[src/rtl/ds_loader.sv]
// Buffers externally supplied {addr,data} words and sequences each one onto the
// datapath S-select path: DS settles first, then S_Sel, then a one-cycle W_En.
module ds_loader #(
  parameter int DATA_W = 16,
  parameter int DEPTH  = 4,
  parameter int ADDR_W = 3
) (
  input  logic                     clk,
  input  logic                     reset,
  input  logic                     wr_en,
  input  logic [DATA_W-1:0]        wr_data,
  input  logic [ADDR_W-1:0]        wr_addr,
  input  logic                     go,
  output logic [DATA_W-1:0]        DS,
  output logic                     S_Sel,
  output logic                     W_En,
  output logic [ADDR_W-1:0]        W_Adr,
  output logic                     full,
  output logic                     empty,
  output logic [$clog2(DEPTH):0]   count,
  output logic                     busy,
  output logic                     overflow
);

  localparam int PTR_W = $clog2(DEPTH);
  localparam int CNT_W = PTR_W + 1;

  typedef enum logic [2:0] {IDLE, SETUP, SELECT, WRITE, RELEASE} state_t;

  state_t state_q;
  state_t state_nxt;

  logic [DATA_W-1:0] data_mem [DEPTH];
  logic [ADDR_W-1:0] addr_mem [DEPTH];
  logic [PTR_W-1:0]  wr_ptr;
  logic [PTR_W-1:0]  rd_ptr;
  logic [CNT_W-1:0]  count_nxt;

  logic push;
  logic pop;
  logic load;
  logic s_sel_d;
  logic w_en_d;

  assign push = wr_en && !full;
  assign pop  = (state_q == RELEASE);

  always_ff @(posedge clk or posedge reset) begin
    if (reset) begin
      state_q <= IDLE;
    end else begin
      state_q <= state_nxt;
    end
  end

  always_comb begin
    state_nxt = state_q;
    case (state_q)
      IDLE:    if (!empty && go) state_nxt = SETUP;
      SETUP:   state_nxt = SELECT;
      SELECT:  state_nxt = WRITE;
      WRITE:   state_nxt = RELEASE;
      RELEASE: state_nxt = IDLE;
      default: state_nxt = IDLE;
    endcase
  end

  // Strobes are decoded from the current state and registered, so they trail
  // the state by one cycle: S_Sel covers WRITE/RELEASE, W_En only RELEASE.
  always_comb begin
    s_sel_d = 1'b0;
    w_en_d  = 1'b0;
    load    = 1'b0;
    case (state_q)
      IDLE:    load    = !empty && go;
      SELECT:  s_sel_d = 1'b1;
      WRITE: begin
        s_sel_d = 1'b1;
        w_en_d  = 1'b1;
      end
      default: ;
    endcase
  end

  always_comb begin
    count_nxt = count;
    case ({push, pop})
      2'b10:   count_nxt = count + 1'b1;
      2'b01:   count_nxt = count - 1'b1;
      default: count_nxt = count;
    endcase
  end

  always_ff @(posedge clk or posedge reset) begin
    if (reset) begin
      for (int i = 0; i < DEPTH; i++) begin
        data_mem[i] <= '0;
        addr_mem[i] <= '0;
      end
      wr_ptr   <= '0;
      rd_ptr   <= '0;
      count    <= '0;
      empty    <= 1'b1;
      full     <= 1'b0;
      overflow <= 1'b0;
    end else begin
      if (push) begin
        data_mem[wr_ptr] <= wr_data;
        addr_mem[wr_ptr] <= wr_addr;
        wr_ptr           <= wr_ptr + 1'b1;
      end
      if (pop) begin
        rd_ptr <= rd_ptr + 1'b1;
      end
      if (wr_en && full) begin
        overflow <= 1'b1;
      end
      count <= count_nxt;
      empty <= (count_nxt == '0);
      full  <= (count_nxt == CNT_W'(DEPTH));
    end
  end

  // DS/W_Adr only change on the IDLE->SETUP edge, so they are settled well
  // before S_Sel rises and remain put until after it falls.
  always_ff @(posedge clk or posedge reset) begin
    if (reset) begin
      DS    <= '0;
      W_Adr <= '0;
      S_Sel <= 1'b0;
      W_En  <= 1'b0;
      busy  <= 1'b0;
    end else begin
      if (load) begin
        DS    <= data_mem[rd_ptr];
        W_Adr <= addr_mem[rd_ptr];
      end
      S_Sel <= s_sel_d;
      W_En  <= w_en_d;
      busy  <= (state_nxt != IDLE);
    end
  end

endmodule

[config.mk]
export PLATFORM = sky130hd
export DESIGN_NAME = ds_loader
export DESIGN_NICKNAME = d
export VERILOG_FILES = /design/src/rtl/ds_loader.sv
export SDC_FILE = /design/constraint.sdc
export NUM_CORES = 1
export LEC_CHECK = 0
export BUFFER_PORTS_ARGS = -buffer_cell sky130_fd_sc_hd__buf_2
export CAP_MARGIN = 40
export CORE_MARGIN = 3
export CORE_UTILIZATION = 40
export CTS_BUF_LIST = sky130_fd_sc_hd__clkbuf_16
export DETAILED_ROUTE_END_ITERATION = 8
export SYNTH_ARGS = -nofsm -noshare
export SYNTH_HDL_FRONTEND = slang
export SYNTH_SLANG_ARGS = --single-unit
export TNS_END_PERCENT = 30
[constraint.sdc]
create_clock -name clk -period 3.7 [get_ports clk]
set_input_delay 0.185 -clock clk [delete_from_list [all_inputs] [get_ports clk]]
set_output_delay 0.185 -clock clk [all_outputs]
set_load 0.01 [all_outputs]
Word-level counts from Yosys, hierarchy flattened
Index checks and enable logic that the tools add are counted.
{"block": "totals", "output_inout_bits": 28, "memories": 0, "ram_bits": 0, "latch_bits": 0, "romBits": 0, "input_bits": 23, "reg_bits": 111}
{"block": "classes", "mux": 18, "eq_ne": 7, "mul": 0, "add_sub_neg": 4, "reduce_logical": 10, "bitwise": 2, "div_mod_pow": 0, "magnitude_cmp": 3, "shifts": 0}
{"cell": "$bwmux 64", "n": 1}
{"cell": "$mux 16", "n": 3}
{"cell": "$bmux 16 s2", "n": 1}
{"cell": "$demux 16 s2", "n": 1}
{"cell": "$bwmux 12", "n": 1}
{"cell": "$mux 3", "n": 4}
{"cell": "$pmux 3 s4", "n": 1}
{"cell": "$bmux 3 s2", "n": 1}
{"cell": "$demux 3 s2", "n": 1}
{"cell": "$eq 3x2->1 const B", "n": 2}
{"cell": "$eq 3x3->1 const B", "n": 2}
{"cell": "$ge 3x3->1 const B", "n": 2}
{"cell": "$logic_not 3->1", "n": 2}
{"cell": "$not 2->3", "n": 2}
{"cell": "$pmux 3 s2", "n": 1}
{"cell": "$add 2x1->2 const B", "n": 2}
{"cell": "$logic_and 1x1->1", "n": 4}
{"cell": "$add 3x1->3 const B", "n": 1}
{"cell": "$eq 3x1->1 const B", "n": 1}
{"cell": "$lt 3x1->1 const B", "n": 1}
{"cell": "$mux 1", "n": 3}
{"cell": "$reduce_bool 3->1", "n": 1}
{"cell": "$sub 3x1->3 const B", "n": 1}
{"cell": "$eq 2x1->1 const B", "n": 1}
{"cell": "other kinds (3)", "n": 4}

Logic depth before layout (Yosys ltp)
Gate-level depths: netlist of the first run.
{"block": "depth", "ltp_word": 6, "depth_mapped": 8, "depth_no_buf": 7}

Worst setup path after synthesis of the first run
Ideal clock, no wire load.
{"block": "synth_timing", "kind": "reg2reg", "start": "reg full", "end": "reg count[2]", "period_less_slack_ps": 2087, "required_time_ps": 3573, "slack_ps": 1613, "stages_incl_launch_ff": 9, "arrival_time_ps": 1960, "path_cell_list": "dfrtp_1 nor2b_1 buf_2 inv_1 ha_1 fa_1 xnor2_1 o21a_1 or2_2"}
{"block": "synth_between", "elab_chain_len": 4}
{"item": "start: declaration", "line": "18", "source": "output logic full,"}
{"item": "start signal: assignment", "line": "120", "source": "full <= (count_nxt == CNT_W'(DEPTH));"}
{"item": "$logic_not 1->1 *", "line": "45", "source": "assign push = wr_en && !full;"}
{"item": "$logic_and 1x1->1 *", "line": "45"}
{"item": "$eq 2x1->1 / $eq 2x2->1 (equally long branches)", "line": "87", "source": "case ({push, pop})"}
{"item": "$pmux 3 s2 *", "line": "87"}
{"item": "net count_nxt[2]", "line": "37", "source": "logic [CNT_W-1:0] count_nxt;"}
{"item": "end signal: assignment", "line": "118", "source": "count <= count_nxt;"}
{"item": "end: declaration", "line": "20", "source": "output logic [$clog2(DEPTH):0] count,"}
Mark *: on every way through the listed nets, which the timed path passes. The rest lies on a longest branch.
A chain may end at the register's enable or synchronous reset.

Final worst setup path of the first run
Same ends and word-level chain as after synthesis.

==> results.yml, run 1 <==
run_status:
  run_status: "completed"
timing:
  max_slew.worst_pin.slew_ns: 0.672
  skew_ns: 0.00719
  fin_tns_setup_ns: 0
  final_hold_viol_count: 0
  max_clock_freq_mhz: 411
  count_of_final_setup_violators: 0
  slew_headroom: 0.551
  report.final.slew_viol_count: 0
  layout_worst_path_cycle_share: 0.657
  rsz_0062_raised_after_global_routing: "no"
  timing.final.crit_period_ns: 2.43
synthesis:
  avgSynthCellArea_um2: 16.8
  synth_async_sr_flop_share: 1.00
  netlist-cell-type-count: 30
  synthesis.yosys.warnings: 0
  synth_area_leader_cell: "sky130_fd_sc_hd__dfrtp_1"
  ys_seq_elements: 111
  ys_seq_area_frac: 0.589
  syn-num-nets: 310
  netlist_top_cells_area: "sky130_fd_sc_hd__dfrtp_1 58%, sky130_fd_sc_hd__mux2_2 21%, sky130_fd_sc_hd__mux4_2 9.1%"
  number_of_synthesized_flops_with_an_enable_pin: 0
  yosysTopAreaCellShare: 0.584
  synth_cells: 281
  synthesized_area_um2: 4720
  ys.flop_type: "sky130_fd_sc_hd__dfrtp_1"
setup_path:
  rr_worst_depth: 7
  timing.critical_path.required_ns: 3.92
  r2r-start: "full"
  ff2ff_setup_slack_ns: 1.27
  r2r_end: "count[2]"
  critPathLaunch: "full"
  critical_path.max_stage_delay_ns: 0.54
  critical_path_peak_fanout: 8
  timing.setup.critical_path_class: "reg -> reg"
  worstPathArrival_ns: 2.65
  critical_path.startpoint_type: "register"
  worst_setup_path_end_kind: "register"
  path_cells: "nor2b_1 -> inv_1 -> ha_1 -> fa_1 -> xnor2_1 -> o21a_1 -> or2_2"
  critical-path-slowest-cell: "sky130_fd_sc_hd__nor2b_1"
die:
  effective_utilization_at_floorplan: 0.411
  num_rows: 39
  ios: 51
  core_um2: 11500
  die_width_um: 115
  die_h_um: 115
  fp.dieArea_um2: 13100
global_routing:
  first_global_vias: 2592
  global_route_wire_length_before_repair_mm: 13.6
  grt_remaining_overflow: 0
  initial_antenna_violation_count: 0
  grt_usage: 0.139
  grt_max_degree: 58
clock_tree:
  post_cts_resized: 0
  clock_sink_count: 111
  buffer_cell_driving_the_clock_tree_root: "sky130_fd_sc_hd__clkbuf_16"
  ctsHtreeMaxLevel: 3
  cts_buffers: 9
  tritoncts: "yes"
  cts_setup_buffers: 0
  cts.reportedPaths.clkPinSlew_ns: 0.07
  clock_insertion_delay_worst_skew_ns: 0.34
  cts_buffer_depth: 2
route:
  post-route-drc-count: 0
  antenna_violating_nets_post_route: 0
  viasPerCell: 5.03
  drtPass1Iterations: 4
  detail_route.iter0.violations: 57
  route.detailed.wl_per_inst_um: 17.5
  wl_mm: 8.47
  via_count: 2439
pwr:
  power.density_nw_per_um2: 928
  power.share.switching: 0.298
  power.static_leakage_nw: 2.42
  p_switching_mw: 1.51
  clkPwrFrac: 0.188
  intPower_mw: 3.56
  vdd.ir_drop.worst_v: 0.000418
  sequential_fraction_of_design_power: 0.429
  combinational_share_of_power: 0.384
place:
  gp_routability_congestion: 0.701
  port_buffers: 50
  dpl_cell_area_um2: 5160
  hpwl_mm: 5.26
final_layout:
  stdcell_area_um2: 5460
  most-common-layout-cells: "110 x sky130_fd_sc_hd__dfrtp_1, 86 x sky130_fd_sc_hd__mux2_2, 50 x sky130_fd_sc_hd__buf_2"
  post_route_cells_drive_above_1_share: 0.564
  final_common_cell: "sky130_fd_sc_hd__dfrtp_1"
  layout-area-overhead-vs-synth_pct: 15.8
  num_antenna_cells: 0
  nNetsFinal: 366
  utilization: 0.476
flow_run:
  cap_violations: 0
min_path:
  min_to: "overflow"
  hold_path.startpoint: "wr_en"
  timing.hold.worst_path_depth: 2
  hold_class: "in -> reg"
-- repair_timing --
item,4_1_cts,5_1_grt
endpoints found under the setup margin,0,0
endpoints found under the hold margin,28,0
hold buffers,1,0
-- final cells by class --
class                           instances  area (um2)
Fill cell                             977        6000
Sequential cell                       111        2780
Multi-Input combinational cell        154        1850
Timing Repair Buffer                   56         338
Clock buffer                            9         225
Tap cell                              143         179
Clock inverter                          7        66.3
Inverter                                5        21.3
-- worst max-delay path by stage --
stage | to | slack, ns | depth (start not counted)
after floorplan | DS[0] | 0.59 | 1
after global placement | count[2] | 1.33 | 7
after detailed placement | count[2] | 1.25 | 7
after CTS | count[2] | 1.25 | 7
after global routing | count[2] | 1.12 | 7
final | count[2] | 1.27 | 7
-- kinds of logic (layout without fill, tap and decap cells) --
logic type               after synthesis  after routing  synth area share
AO/OA/AOI/OAI                          7              7            0.0101
XOR/XNOR                               6              6            0.0111
adder cells (fa/ha/maj)                6              6            0.0175
buffers and inverters                 16             77            0.0178
flip-flops                           111            111             0.589
multiplexers                         115            115             0.328
AND/OR/NAND/NOR                       20             20            0.0265
-- power groups by stage --
stage | combinational [mW] | clock, mW | sequential [mW]
after floorplan | 1.50 | 0 | 2.17
after global placement | 1.87 | 0 | 2.21
after detailed placement | 1.99 | 0 | 2.20
after CTS | 1.99 | 0.987 | 2.18
after global routing | 2.13 | 1.04 | 2.24
final | 1.95 | 0.951 | 2.17
-- cells in the mapped netlist (all sizes together) (2+ instances only) --
| library cell | count |
|---|---|
| dfrtp | 110 |
| mux2 | 96 |
| mux4 | 19 |
| buf | 9 |
| ha | 5 |
| inv | 5 |
| nand2 | 5 |
| xnor2 | 5 |
| nor2 | 4 |
| and2 | 3 |
| a21oi | 2 |
| clkbuf | 2 |
| nor3 | 2 |
-- state kept, by name, summed over array words and instances, names as in the netlist --
register / cells
data_mem: 64
DS: 16
addr_mem: 12
W_Adr: 3
count: 3
state_q: 3
rd_ptr: 2
wr_ptr: 2
S_Sel: 1
W_En: 1
busy: 1
empty: 1
full: 1
overflow: 1
-- routing by layer --
metal	routed length, um	global-route usage	up-vias
met1	3860	0.179	1249
li1	-	-	1139
met5	0	0	-
met4	172	0.0618	0
met3	321	0.0333	12
met2	4110	0.223	39
-- critical path: cells and delay by family (launching register included) --
kind            cells  cell delay, ns
buf+inv             1            0.10
flops               1            0.39
fa+ha+maj           2            0.64
simple gates        2            0.83
xor+xnor            1            0.16
compound gates      1            0.19
-- stage by stage --
| stage | instances | setup WS (ns) | total power, mW | hold slack, ns |
|---|---|---|---|---|
| floorplan | 281 | 0.586 | 3.67 | 0.302 |
| finish | 485 | 1.27 | 5.07 | 0.0559 |
| detailed placement | 468 | 1.25 | 4.19 | 0.223 |
| global route | 485 | 1.12 | 5.41 | 0.0422 |
| global placement | 466 | 1.33 | 4.08 | 0.405 |
| CTS | 485 | 1.25 | 5.15 | 0.0409 |
No activity file was read; power rests on OpenSTA's default activity.
==> inputs of run 2 (changes only) <==
Settings changed: ABC_AREA set to 1.
Clock period 3.7 ns to 2.2 ns, I/O delays scaled along.
==> run 2 against run 1 <==
  * Synthesized cell count up 130%
  * Global-route usage rose by 2.9 points
  * Power grew 75%
==> results.yml, run 2 <==
synthesis:
  netlist_top_cells_area: "sky130_fd_sc_hd__dfrtp_1 53%, sky130_fd_sc_hd__nand2_1 17%, sky130_fd_sc_hd__inv_1 8.2%"
  synth_area_leader_cell: "sky130_fd_sc_hd__dfrtp_1"
  synthesized_area_um2: 5220
  most_frequent_cell_after_synthesis: "sky130_fd_sc_hd__nand2_1"
  synth_cells: 643
  number_of_synthesized_flops_with_an_enable_pin: 0
  synth_async_sr_flop_share: 1.00
  yosysTopAreaCellShare: 0.528
  synthesis.yosys.warnings: 0
  avgSynthCellArea_um2: 8.11
  netlist-cell-type-count: 25
  ys_seq_area_frac: 0.533
  ys_seq_elements: 111
  syn-num-nets: 672
  top_cells_by_instance_count_after_synthesis: "240 x sky130_fd_sc_hd__nand2_1, 114 x sky130_fd_sc_hd__inv_1, 110 x sky130_fd_sc_hd__dfrtp_1"
  ys.flop_type: "sky130_fd_sc_hd__dfrtp_1"
timing:
  timing.final.crit_period_ns: 1.98
  final_hold_viol_count: 0
  layout_worst_path_cycle_share: 0.902
  rsz_0062_raised_after_global_routing: "no"
  slew_headroom: 0.507
  layout_setup_ws_ns: 0.215
  report.final.slew_viol_count: 0
  max_slew.worst_pin.slew_ns: 0.737
  max_clock_freq_mhz: 504
  count_of_final_setup_violators: 0
  skew_ns: 0.00588
  fin_hold_ws_ns: 0.0415
  fin_tns_setup_ns: 0
global_routing:
  grt_max_degree: 53
  grt_remaining_overflow: 0
  grt_usage: 0.168
  first_global_vias: 3761
  global_route_wire_length_before_repair_mm: 18.9
  initial_antenna_violation_count: 0
die:
  fp.dieArea_um2: 14500
  die_width_um: 120
  num_rows: 41
  ios: 51
  core_um2: 12700
  effective_utilization_at_floorplan: 0.412
  die_h_um: 120
pwr:
  vdd.ir_drop.worst_v: 0.000612
  report.power.total_mw: 8.89
  power.density_nw_per_um2: 1500
  power.static_leakage_nw: 3.28
final_layout:
  utilization: 0.468
  largest_reg_flops: 64
  most-common-layout-cells: "240 x sky130_fd_sc_hd__nand2_1, 114 x sky130_fd_sc_hd__inv_1, 110 x sky130_fd_sc_hd__dfrtp_1"
  stdcell_area_um2: 5930
  final_common_cell: "sky130_fd_sc_hd__nand2_1"
  nNetsFinal: 716
  num_antenna_cells: 0
  biggest_register: "data_mem"
  post_route_cells_drive_above_1_share: 0.152
  biggestRegsByFlops: "data_mem: 64 flops, DS: 16 flops, addr_mem: 12 flops"
  stdcell_count: 864
  layout-area-overhead-vs-synth_pct: 13.6
  final.fill_count: 1309
clock_tree:
  clock_sink_count: 111
  cts_buffer_depth: 2
  buffer_cell_driving_the_clock_tree_root: "sky130_fd_sc_hd__clkbuf_16"
  cts.reportedPaths.clkPinSlew_ns: 0.07
  ctsHtreeMaxLevel: 3
  cts_setup_buffers: 0
  cts_hold_buf: 2
  cts_buffers: 9
  clock_insertion_delay_worst_skew_ns: 0.35
  tritoncts: "yes"
  post_cts_resized: 0
setup_path:
  timing.critical_path.required_ns: 2.48
  critical_path.startpoint_type: "register"
  critical_path.max_stage_delay_ns: 0.44
  path_cells: "nor2_4 -> inv_1 -> ha_1 -> fa_1 -> o21ai_0 -> nand2_1 -> a21oi_1"
  worst_setup_path_end_kind: "register"
  rr_worst_depth: 7
  worstPathArrival_ns: 2.26
  critical-path-slowest-cell: "sky130_fd_sc_hd__fa_1"
  timing.setup.critical_path_class: "reg -> reg"
  critical_path_peak_fanout: 8
place:
  port_buffers: 50
  gp_routability_congestion: 0.834
  dpl_cell_area_um2: 5570
  dpl_worst_slack_ns: 0.229
  hpwl_mm: 7.22
  placed_cells_incl_taps: 846
run_status:
  run_status: "completed"
route:
  viasPerCell: 4.63
  via_count: 4004
  route.detailed.wl_per_inst_um: 13.0
  post-route-drc-count: 0
  detail_route.iter0.violations: 334
  antenna_violating_nets_post_route: 0
  drtPass1Iterations: 5
  wl_mm: 11.2
min_path:
  timing.hold.worst_path_depth: 3
  hold_class: "in -> reg"
flow_run:
  cap_violations: 0
==> run 2: changes by cell type after synthesis, moves of 23 or more <==
cell	delta
sky130_fd_sc_hd__nand2_1	+239
sky130_fd_sc_hd__o21ai_0	+34
sky130_fd_sc_hd__inv_1	+109
sky130_fd_sc_hd__nand3_1	+39
sky130_fd_sc_hd__o21ai_1	+23
sky130_fd_sc_hd__mux2_2	-86
==> run 2: final cells by class <==
type | count | area [um2] | area share
Sequential cell | 111 | 2780 | 0.469
Multi-Input combinational cell | 385 | 1770 | 0.299
Tap cell | 172 | 215 | 0.0363
Timing Repair Buffer | 64 | 385 | 0.0650
Clock inverter | 7 | 111 | 0.0188
Clock buffer | 9 | 225 | 0.0380
Inverter | 116 | 439 | 0.0741
==> run 2: critical path: cells and delay by family (launching register included) <==
| kind | cells | cell delay, ns |
|---|---|---|
| simple gates | 2 | 0.35 |
| compound gates | 2 | 0.38 |
| fa+ha+maj | 2 | 0.68 |
| buf+inv | 1 | 0.07 |
| flops | 1 | 0.43 |
==> run 2: cells by family after synthesis <==
kind of cell,count (synthesis),synth area share
AO/OA/AOI/OAI,81,0.0926
XOR/XNOR,3,0.00504
adder cells (fa/ha/maj),6,0.0158
buffers and inverters,147,0.127
flip-flops,111,0.533
AND/OR/NAND/NOR,295,0.227
==> run 2: worst paths after layout <==
check / start / endpoint / slack (ns)
worst min register to register: overflow / overflow / 0.45
worst min-delay path: wr_data[10] / data_mem[58] / 0.04
max in group asynchronous: reset / DS[3] / 1.21
worst max-delay path: full / full / 0.22
worst max register to register: full / full / 0.22
min in group asynchronous: reset / data_mem[10] / 0.35
==> run 2: where the power goes <==
part	internal, mW	switching, mW	total [mW]	leakage [nW]
registers	2.98	0.501	3.48	1.39
clock network	1.11	0.731	1.84	0.169
logic	1.29	2.29	3.58	1.73
total	5.37	3.52	8.89	3.28
==> run 2: metal layers <==
layer	routed length, um	track usage	share of wire	vias up
met1	5640	0.236	0.50	1860
met5	0	0	0	-
met4	252	0.0822	0.022	0
met3	500	0.0281	0.044	15
li1	-	-	-	2026
met2	4860	0.253	0.43	103
